==> config.mk <==
export PLATFORM = sky130hd
export DESIGN_NAME = pe_store_loader_flat
export DESIGN_NICKNAME = d
export VERILOG_FILES = /design/src/rtl/pe_store_loader_if.sv /design/src/rtl/pe_store_loader.sv /design/src/flat_wrapper.sv
export SDC_FILE = /design/constraint.sdc
export NUM_CORES = 1
export LEC_CHECK = 0
export BUFFER_PORTS_ARGS = -buffer_cell sky130_fd_sc_hd__buf_2
export CORE_ASPECT_RATIO = 2
export CORE_MARGIN = 2
export CORE_UTILIZATION = 35
export CTS_BUF_LIST = sky130_fd_sc_hd__clkbuf_4
export CTS_CLUSTER_SIZE = 8
export DETAILED_ROUTE_END_ITERATION = 10
export PLACE_DENSITY = 0.58
export SLEW_MARGIN = 25
export SYNTH_ARGS = -nofsm -noshare
export SYNTH_HDL_FRONTEND = slang
export SYNTH_SLANG_ARGS = --single-unit
export TNS_END_PERCENT = 5
==> constraint.sdc <==
create_clock -name CLK -period 2.5 [get_ports CLK]
set_input_delay 0.125 -clock CLK [delete_from_list [all_inputs] [get_ports CLK]]
set_output_delay 0.125 -clock CLK [all_outputs]
set_load 0.02 [all_outputs]
==> src/rtl/pe_store_loader_if.sv <==
// Stream interface between the on-chip buffer and the PE column store loader.
//   inData  - stream word
//   inValid - stream word valid (buffer -> loader)
//   inReady - loader can accept a word this cycle (loader -> buffer)
// master: the buffer side (drives data/valid); slave: the loader side.
interface pe_store_loader_if #(
    parameter int unsigned W = 16
);
    logic [W-1:0] inData;
    logic         inValid;
    logic         inReady;

    modport master (output inData, output inValid, input inReady);
    modport slave  (input inData, input inValid, output inReady);
endinterface

==> src/rtl/pe_store_loader.sv <==
// Writer side of one PE column's kernel/neuron local stores.
// Each job loads kernelCount kernel words, then neuronCount neuron words, from a valid/ready
// stream, and pulses done when the last write has been issued.
// Ports:
//   CLK, RSTn          - clock (rising edge), asynchronous active-low reset
//   start              - one-cycle job request, honoured only when idle and not busy
//   kernelCount        - kernel words for the job (0..2^A, larger values saturate)
//   neuronCount        - neuron words for the job (0..2^A, larger values saturate)
//   stream             - slave side of the word stream (inData/inValid/inReady)
//   kernelIn/neuronIn  - registered store write data, held between writes
//   columnControl      - {controlSignal[5:0], kernelWrite, neuronWrite}
//   busy, done         - job in progress, one-cycle completion pulse
//   checksum           - only with PE_STORE_LOADER_CHECKSUM_EN defined: modulo-2^W sum of all
//                        words accepted in the current job
module pe_store_loader #(
    parameter int unsigned W         = 16,
    parameter int unsigned A         = 7,
    parameter logic [5:0]  CTRL_HOLD = 6'h00,
    parameter logic [5:0]  CTRL_CLR  = 6'h01,
    parameter logic [5:0]  CTRL_INC  = 6'h02
) (
    input  logic             CLK,
    input  logic             RSTn,
    input  logic             start,
    input  logic [A:0]       kernelCount,
    input  logic [A:0]       neuronCount,
    pe_store_loader_if.slave stream,
    output logic [W-1:0]     kernelIn,
    output logic [W-1:0]     neuronIn,
    output logic [7:0]       columnControl,
    output logic             busy,
    output logic             done
`ifdef PE_STORE_LOADER_CHECKSUM_EN
    ,
    output logic [W-1:0]     checksum
`endif
);
    localparam logic [2:0] StIdle  = 3'd0;
    localparam logic [2:0] StClrK  = 3'd1;
    localparam logic [2:0] StLoadK = 3'd2;
    localparam logic [2:0] StClrN  = 3'd3;
    localparam logic [2:0] StLoadN = 3'd4;
    localparam logic [2:0] StFin   = 3'd5;

    localparam logic [A:0] MaxCount = {1'b1, {A{1'b0}}};
    localparam logic [A:0] OneCount = {{A{1'b0}}, 1'b1};

    logic [2:0]   state_q, state_d;
    logic [A:0]   kcount_q, kcount_d;
    logic [A:0]   ncount_q, ncount_d;
    logic [A:0]   cnt_q, cnt_d;
    logic         in_ready_q, in_ready_d;
    logic [W-1:0] kernel_in_q, kernel_in_d;
    logic [W-1:0] neuron_in_q, neuron_in_d;
    logic [5:0]   ctrl_q, ctrl_d;
    logic         kwr_q, kwr_d;
    logic         nwr_q, nwr_d;
    logic         busy_q, busy_d;
    logic         done_q, done_d;

    logic         accept;
    logic         start_acc;
    logic [A:0]   k_sat, n_sat;
    logic [A:0]   cnt_inc;

    assign accept    = stream.inValid & in_ready_q;
    assign start_acc = (state_q == StIdle) && start && !busy_q;
    assign k_sat     = (kernelCount > MaxCount) ? MaxCount : kernelCount;
    assign n_sat     = (neuronCount > MaxCount) ? MaxCount : neuronCount;
    assign cnt_inc   = cnt_q + OneCount;

    always_comb begin
        state_d  = state_q;
        kcount_d = kcount_q;
        ncount_d = ncount_q;
        cnt_d    = cnt_q;
        busy_d   = busy_q;
        unique case (state_q)
            StIdle: begin
                if (start_acc) begin
                    kcount_d = k_sat;
                    ncount_d = n_sat;
                    busy_d   = 1'b1;
                    if (k_sat != '0)      state_d = StClrK;
                    else if (n_sat != '0) state_d = StClrN;
                    else                  state_d = StFin;
                end
            end
            StClrK: begin
                cnt_d   = '0;
                state_d = StLoadK;
            end
            StLoadK: begin
                if (accept) begin
                    cnt_d = cnt_inc;
                    if (cnt_inc == kcount_q) state_d = (ncount_q != '0) ? StClrN : StFin;
                end
            end
            StClrN: begin
                cnt_d   = '0;
                state_d = StLoadN;
            end
            StLoadN: begin
                if (accept) begin
                    cnt_d = cnt_inc;
                    if (cnt_inc == ncount_q) state_d = StFin;
                end
            end
            StFin: state_d = StIdle;
            default: state_d = StIdle;
        endcase
        // done is visible the cycle after FIN; busy drops one cycle after that.
        if (done_q) busy_d = 1'b0;
    end

    always_comb begin
        // Ready is a registered copy of "next state loads", so it falls right after the last accept.
        in_ready_d  = (state_d == StLoadK) || (state_d == StLoadN);
        kwr_d       = accept && (state_q == StLoadK);
        nwr_d       = accept && (state_q == StLoadN);
        kernel_in_d = kwr_d ? stream.inData : kernel_in_q;
        neuron_in_d = nwr_d ? stream.inData : neuron_in_q;
        done_d      = (state_q == StFin);
        if (accept) begin
            ctrl_d = CTRL_INC;
        end else if ((state_d == StClrK) || (state_d == StClrN)) begin
            // Entering a clear state straight from IDLE: issue CLR immediately.
            ctrl_d = CTRL_CLR;
        end else if (((state_q == StClrK) || (state_q == StClrN)) && (ctrl_q != CTRL_CLR)) begin
            // The clear-state cycle carried the previous phase's last INC; CLR follows it.
            ctrl_d = CTRL_CLR;
        end else begin
            ctrl_d = CTRL_HOLD;
        end
    end

    always_ff @(posedge CLK or negedge RSTn) begin
        if (!RSTn) begin
            state_q     <= StIdle;
            kcount_q    <= '0;
            ncount_q    <= '0;
            cnt_q       <= '0;
            in_ready_q  <= 1'b0;
            kernel_in_q <= '0;
            neuron_in_q <= '0;
            ctrl_q      <= CTRL_HOLD;
            kwr_q       <= 1'b0;
            nwr_q       <= 1'b0;
            busy_q      <= 1'b0;
            done_q      <= 1'b0;
        end else begin
            state_q     <= state_d;
            kcount_q    <= kcount_d;
            ncount_q    <= ncount_d;
            cnt_q       <= cnt_d;
            in_ready_q  <= in_ready_d;
            kernel_in_q <= kernel_in_d;
            neuron_in_q <= neuron_in_d;
            ctrl_q      <= ctrl_d;
            kwr_q       <= kwr_d;
            nwr_q       <= nwr_d;
            busy_q      <= busy_d;
            done_q      <= done_d;
        end
    end

`ifdef PE_STORE_LOADER_CHECKSUM_EN
    logic [W-1:0] sum_q, sum_d;

    always_comb begin
        sum_d = sum_q;
        if (start_acc)   sum_d = '0;
        else if (accept) sum_d = sum_q + stream.inData;
    end

    always_ff @(posedge CLK or negedge RSTn) begin
        if (!RSTn) sum_q <= '0;
        else       sum_q <= sum_d;
    end

    assign checksum = sum_q;
`endif

    assign stream.inReady = in_ready_q;
    assign kernelIn       = kernel_in_q;
    assign neuronIn       = neuron_in_q;
    assign columnControl  = {ctrl_q, kwr_q, nwr_q};
    assign busy           = busy_q;
    assign done           = done_q;
endmodule

==> src/flat_wrapper.sv <==
// flat-port wrapper written by rule: the top's interface ports become plain ports
module pe_store_loader_flat 
#(
    parameter int unsigned W         = 16,
    parameter int unsigned A         = 7,
    parameter logic [5:0]  CTRL_HOLD = 6'h00,
    parameter logic [5:0]  CTRL_CLR  = 6'h01,
    parameter logic [5:0]  CTRL_INC  = 6'h02
)
  (CLK, RSTn, start, kernelCount, neuronCount, kernelIn, neuronIn, columnControl, busy, done, stream_inData, stream_inValid, stream_inReady);
  pe_store_loader_if #(.W(W)) stream_i ();
  input  logic CLK;
  input  logic RSTn;
  input  logic start;
  input  logic [A:0] kernelCount;
  input  logic [A:0] neuronCount;
  output logic [W-1:0] kernelIn;
  output logic [W-1:0] neuronIn;
  output logic [7:0] columnControl;
  output logic busy;
  output logic done;
  input wire logic [$bits(stream_i.inData)-1:0] stream_inData;
  input wire logic [$bits(stream_i.inValid)-1:0] stream_inValid;
  output wire logic [$bits(stream_i.inReady)-1:0] stream_inReady;
  assign stream_i.inData = stream_inData;
  assign stream_i.inValid = stream_inValid;
  assign stream_inReady = stream_i.inReady;
  pe_store_loader #(.W(W), .A(A), .CTRL_HOLD(CTRL_HOLD), .CTRL_CLR(CTRL_CLR), .CTRL_INC(CTRL_INC)) u_core (.CLK(CLK), .RSTn(RSTn), .start(start), .kernelCount(kernelCount), .neuronCount(neuronCount), .stream(stream_i), .kernelIn(kernelIn), .neuronIn(neuronIn), .columnControl(columnControl), .busy(busy), .done(done));
endmodule
==> results_dict.tcl <==
set metrics [dict create \
    antenna_found_initial 1 \
    ys.flop_type "dfrtp_1" \
    max_freq_mhz 429 \
    p_total_mw 3.57 \
    seq_area_frac_synth 0.507 \
    die_area_mm2 0.0101 \
    worst_pin_slew_ps 837 \
    dp_slack_ps 86.6 \
    reg2reg_slack_ps 170 \
    drc 0 \
    h-tree-depth 3 \
    yosysTopAreaCell "dfrtp_1" \
    drv_cap 0 \
    hpwl_um 6160 \
    ys_ff_latch 66 \
    insertion_delay_ps 420 \
    first_global_vias 2915 \
    post-route-min-period_ps 2330 \
    coreArea_mm2 0.00901 \
    slew_headroom 0.442 \
    fin_area_mm2 0.00417 \
    r2r_end "u_core.state_q[1]" \
    row_count 49 \
    fin_setup_tns_ps 0 \
    synth.distinct_cells 49 \
    n_fill_cell 836 \
    area_growth_pct 28.1 \
    synth_cells 334 \
    syn_area_mm2 0.00326 \
    synth_edf_count 0 \
    synth_area_leaders "dfrtp_1, nand2_1, mux2_2" \
    io_buffers 74 \
    hp-class "in -> reg" \
    clk_pin_slew_ps 130 \
    firstDrtPassIters 4 \
    drtAntennaViolNets 0 \
    hold_depth 4 \
    yosysWarnings 0 \
    cts_tree "done" \
    vdd_ir_drop_max_v 0.000758 \
    path_class "reg -> reg" \
    ff2ff_path_depth 8 \
    min_from "start" \
    cts_max_path_buffers 2 \
    status "finished, final reports clean" \
    num_vias 2791 \
    routed_wl_um 8620 \
    nets 478 \
    cp_max_fo 7 \
    die_y_um 140 \
    rsz0062_at_grt "no" \
    finalClockSkew_ps 13.5 \
    avgSynthCellArea_um2 9.75 \
    crit_path_start_kind "flip-flop" \
    finalHoldViolCount 0 \
    grt-ovfl-total 0 \
    start_util 0.361 \
    min_to "u_core.busy" \
    gp_congestion 0.824 \
    arrival_ps 2650 \
    drv_slew 0 \
    die_width_um 72.2 \
    fin_crit_sh 0.932 \
    grtUsageTotal 0.181 \
    grt_pass1_wl_um 14000 \
    netlist.area_leader.share 0.507 \
    drive_above_1_share 0.274 \
    power.leakage_nw 2.07 \
    initialDrtViolationCount 150 \
    setup_viol 0 \
    hold_slack_ps 94.8 \
    grt_max_degree 67 \
    cts_sinks 66 \
    dpl_cell_area_mm2 0.00369 \
    r2r_start "u_core.cnt_q[0]" \
    viasPerCell 5.08 \
    end_kind "flip-flop" \
    routedWlPerCell_um 15.7 \
    synthArstFlopShare 1.00 \
    root_buffer "clkbuf_4" \
    cts_made_buffers 9 \
    required_ps 2820 \
    fin_ws_ps 171 \
    power_density_mw_per_mm2 856 \
    boundaryPins 79 \
]
[routing by layer]
metal,share of wire,global-route usage
met3,0.038,0.0381
met4,0.040,0.112
met5,0,0
met2,0.57,0.331
met1,0.35,0.179
[worst max-delay path, stage by stage, from the launching register on]
cell and delay [ps]:
dfrtp_1 480, ha_1 330, and3_4 270, nand3_1 120
xnor2_1 210, a2111oi_4 270, buf_4 210, nand4_1 90
a22o_1 250
[logic make-up after synthesis]
family,after synthesis,synth area share
xor+xnor,17,0.0515
mux,17,0.0584
flops,66,0.507
buf+inv,30,0.0500
compound gates,37,0.0830
simple gates,165,0.245
other cells,1,0.00115
fa+ha+maj,1,0.00384
[power by group]
group | switching, mW | leakage, nW | internal [mW] | total (mW)
logic | 0.712 | 1.13 | 0.528 | 1.24
clock network | 0.435 | 0.0706 | 0.309 | 0.744
registers | 0.245 | 0.866 | 1.34 | 1.59
[cell usage after synthesis, types with 4 or more instances]
master and instances:
clkbuf_1 7, inv_1 6, o21ai_0 14, nand2_1 90, nor2b_1 4, dfrtp_1 66
nor2_1 11, a31oi_1 4, nor3_1 7, nand2b_1 4, xnor2_1 9, nor4_1 7
buf_4 7, mux2_2 16, nand3_1 8, buf_2 7, nand3b_1 15, xor2_1 7
and2_1 4
[through the flow]
step                std cells   util
CTS                       547  0.462
finish                    549  0.463
detailed placement        498  0.409
global route              549  0.463
floorplan                 337      -
global placement          498  0.409
[registers in the layout, summed over array words and instances, names as in the netlist]
register               cells
u_core.kcount_q            8
u_core.kwr_q               1
u_core.ncount_q            8
u_core.stream.inReady      1
u_core.state_q             3
u_core.nwr_q               1
u_core.kernelIn           16
u_core.busy                1
u_core.neuronIn           16
u_core.ctrl_q              2
u_core.done                1
u_core.cnt_q               8
[placed cells by master (no fill, tap or decap), types with 3 or more instances in the layout]
| cell | netlist | layout |
|---|---|---|
| o31ai_1 | 3 | 3 |
| a31oi_1 | 4 | 4 |
| nor2b_1 | 4 | 4 |
| buf_2 | 7 | 74 |
| mux2_2 | 16 | 16 |
| nand3b_1 | 15 | 15 |
| or4_1 | 3 | 3 |
| clkbuf_4 | 0 | 9 |
| xnor2_1 | 9 | 9 |
| o21ai_0 | 14 | 14 |
| nand3_1 | 8 | 8 |
| inv_1 | 6 | 6 |
| dlygate4sd3_1 | 0 | 33 |
| nand2_1 | 90 | 90 |
| and2_1 | 4 | 4 |
| a21oi_1 | 3 | 3 |
| nor2_1 | 11 | 11 |
| buf_4 | 7 | 9 |
| nor4_1 | 7 | 7 |
| dfrtp_1 | 66 | 66 |
| xor2_1 | 7 | 7 |
| nor3_1 | 7 | 7 |
| conb_1 | 1 | 4 |
| nand2b_1 | 4 | 4 |
[cell type report]
| cell class | instances | area, um2 | area share |
|---|---|---|---|
| Antenna cell | 1 | 2.50 | 0.000600 |
| Clock buffer | 9 | 67.6 | 0.0162 |
| Clock inverter | 7 | 75.1 | 0.0180 |
| Inverter | 7 | 26.3 | 0.00630 |
| Multi-Input combinational cell | 241 | 1450 | 0.348 |
| Sequential cell | 66 | 1650 | 0.396 |
| Tap cell | 102 | 128 | 0.0306 |
| Timing Repair Buffer | 116 | 768 | 0.184 |
[worst max-delay path by stage]
stage	start	endpoint
after floorplan	u_core.cnt_q[0]	u_core.state_q[1]
after global routing	u_core.cnt_q[0]	u_core.state_q[1]
after global placement	u_core.cnt_q[0]	u_core.state_q[1]
after detailed placement	u_core.cnt_q[0]	u_core.state_q[1]
after CTS	u_core.cnt_q[0]	u_core.state_q[1]
final	u_core.cnt_q[0]	u_core.state_q[1]
[what timing repair did]
| item | CTS | global route |
|---|---|---|
| endpoints found under the hold margin | 114 | 0 |
| setup buffers | 0 | 1 |
| endpoints found under the setup margin | 0 | 1 |
| hold buffers | 33 | 0 |
| resized for setup | 0 | 0 |
Note: power is estimated with default switching activity, not from simulation.
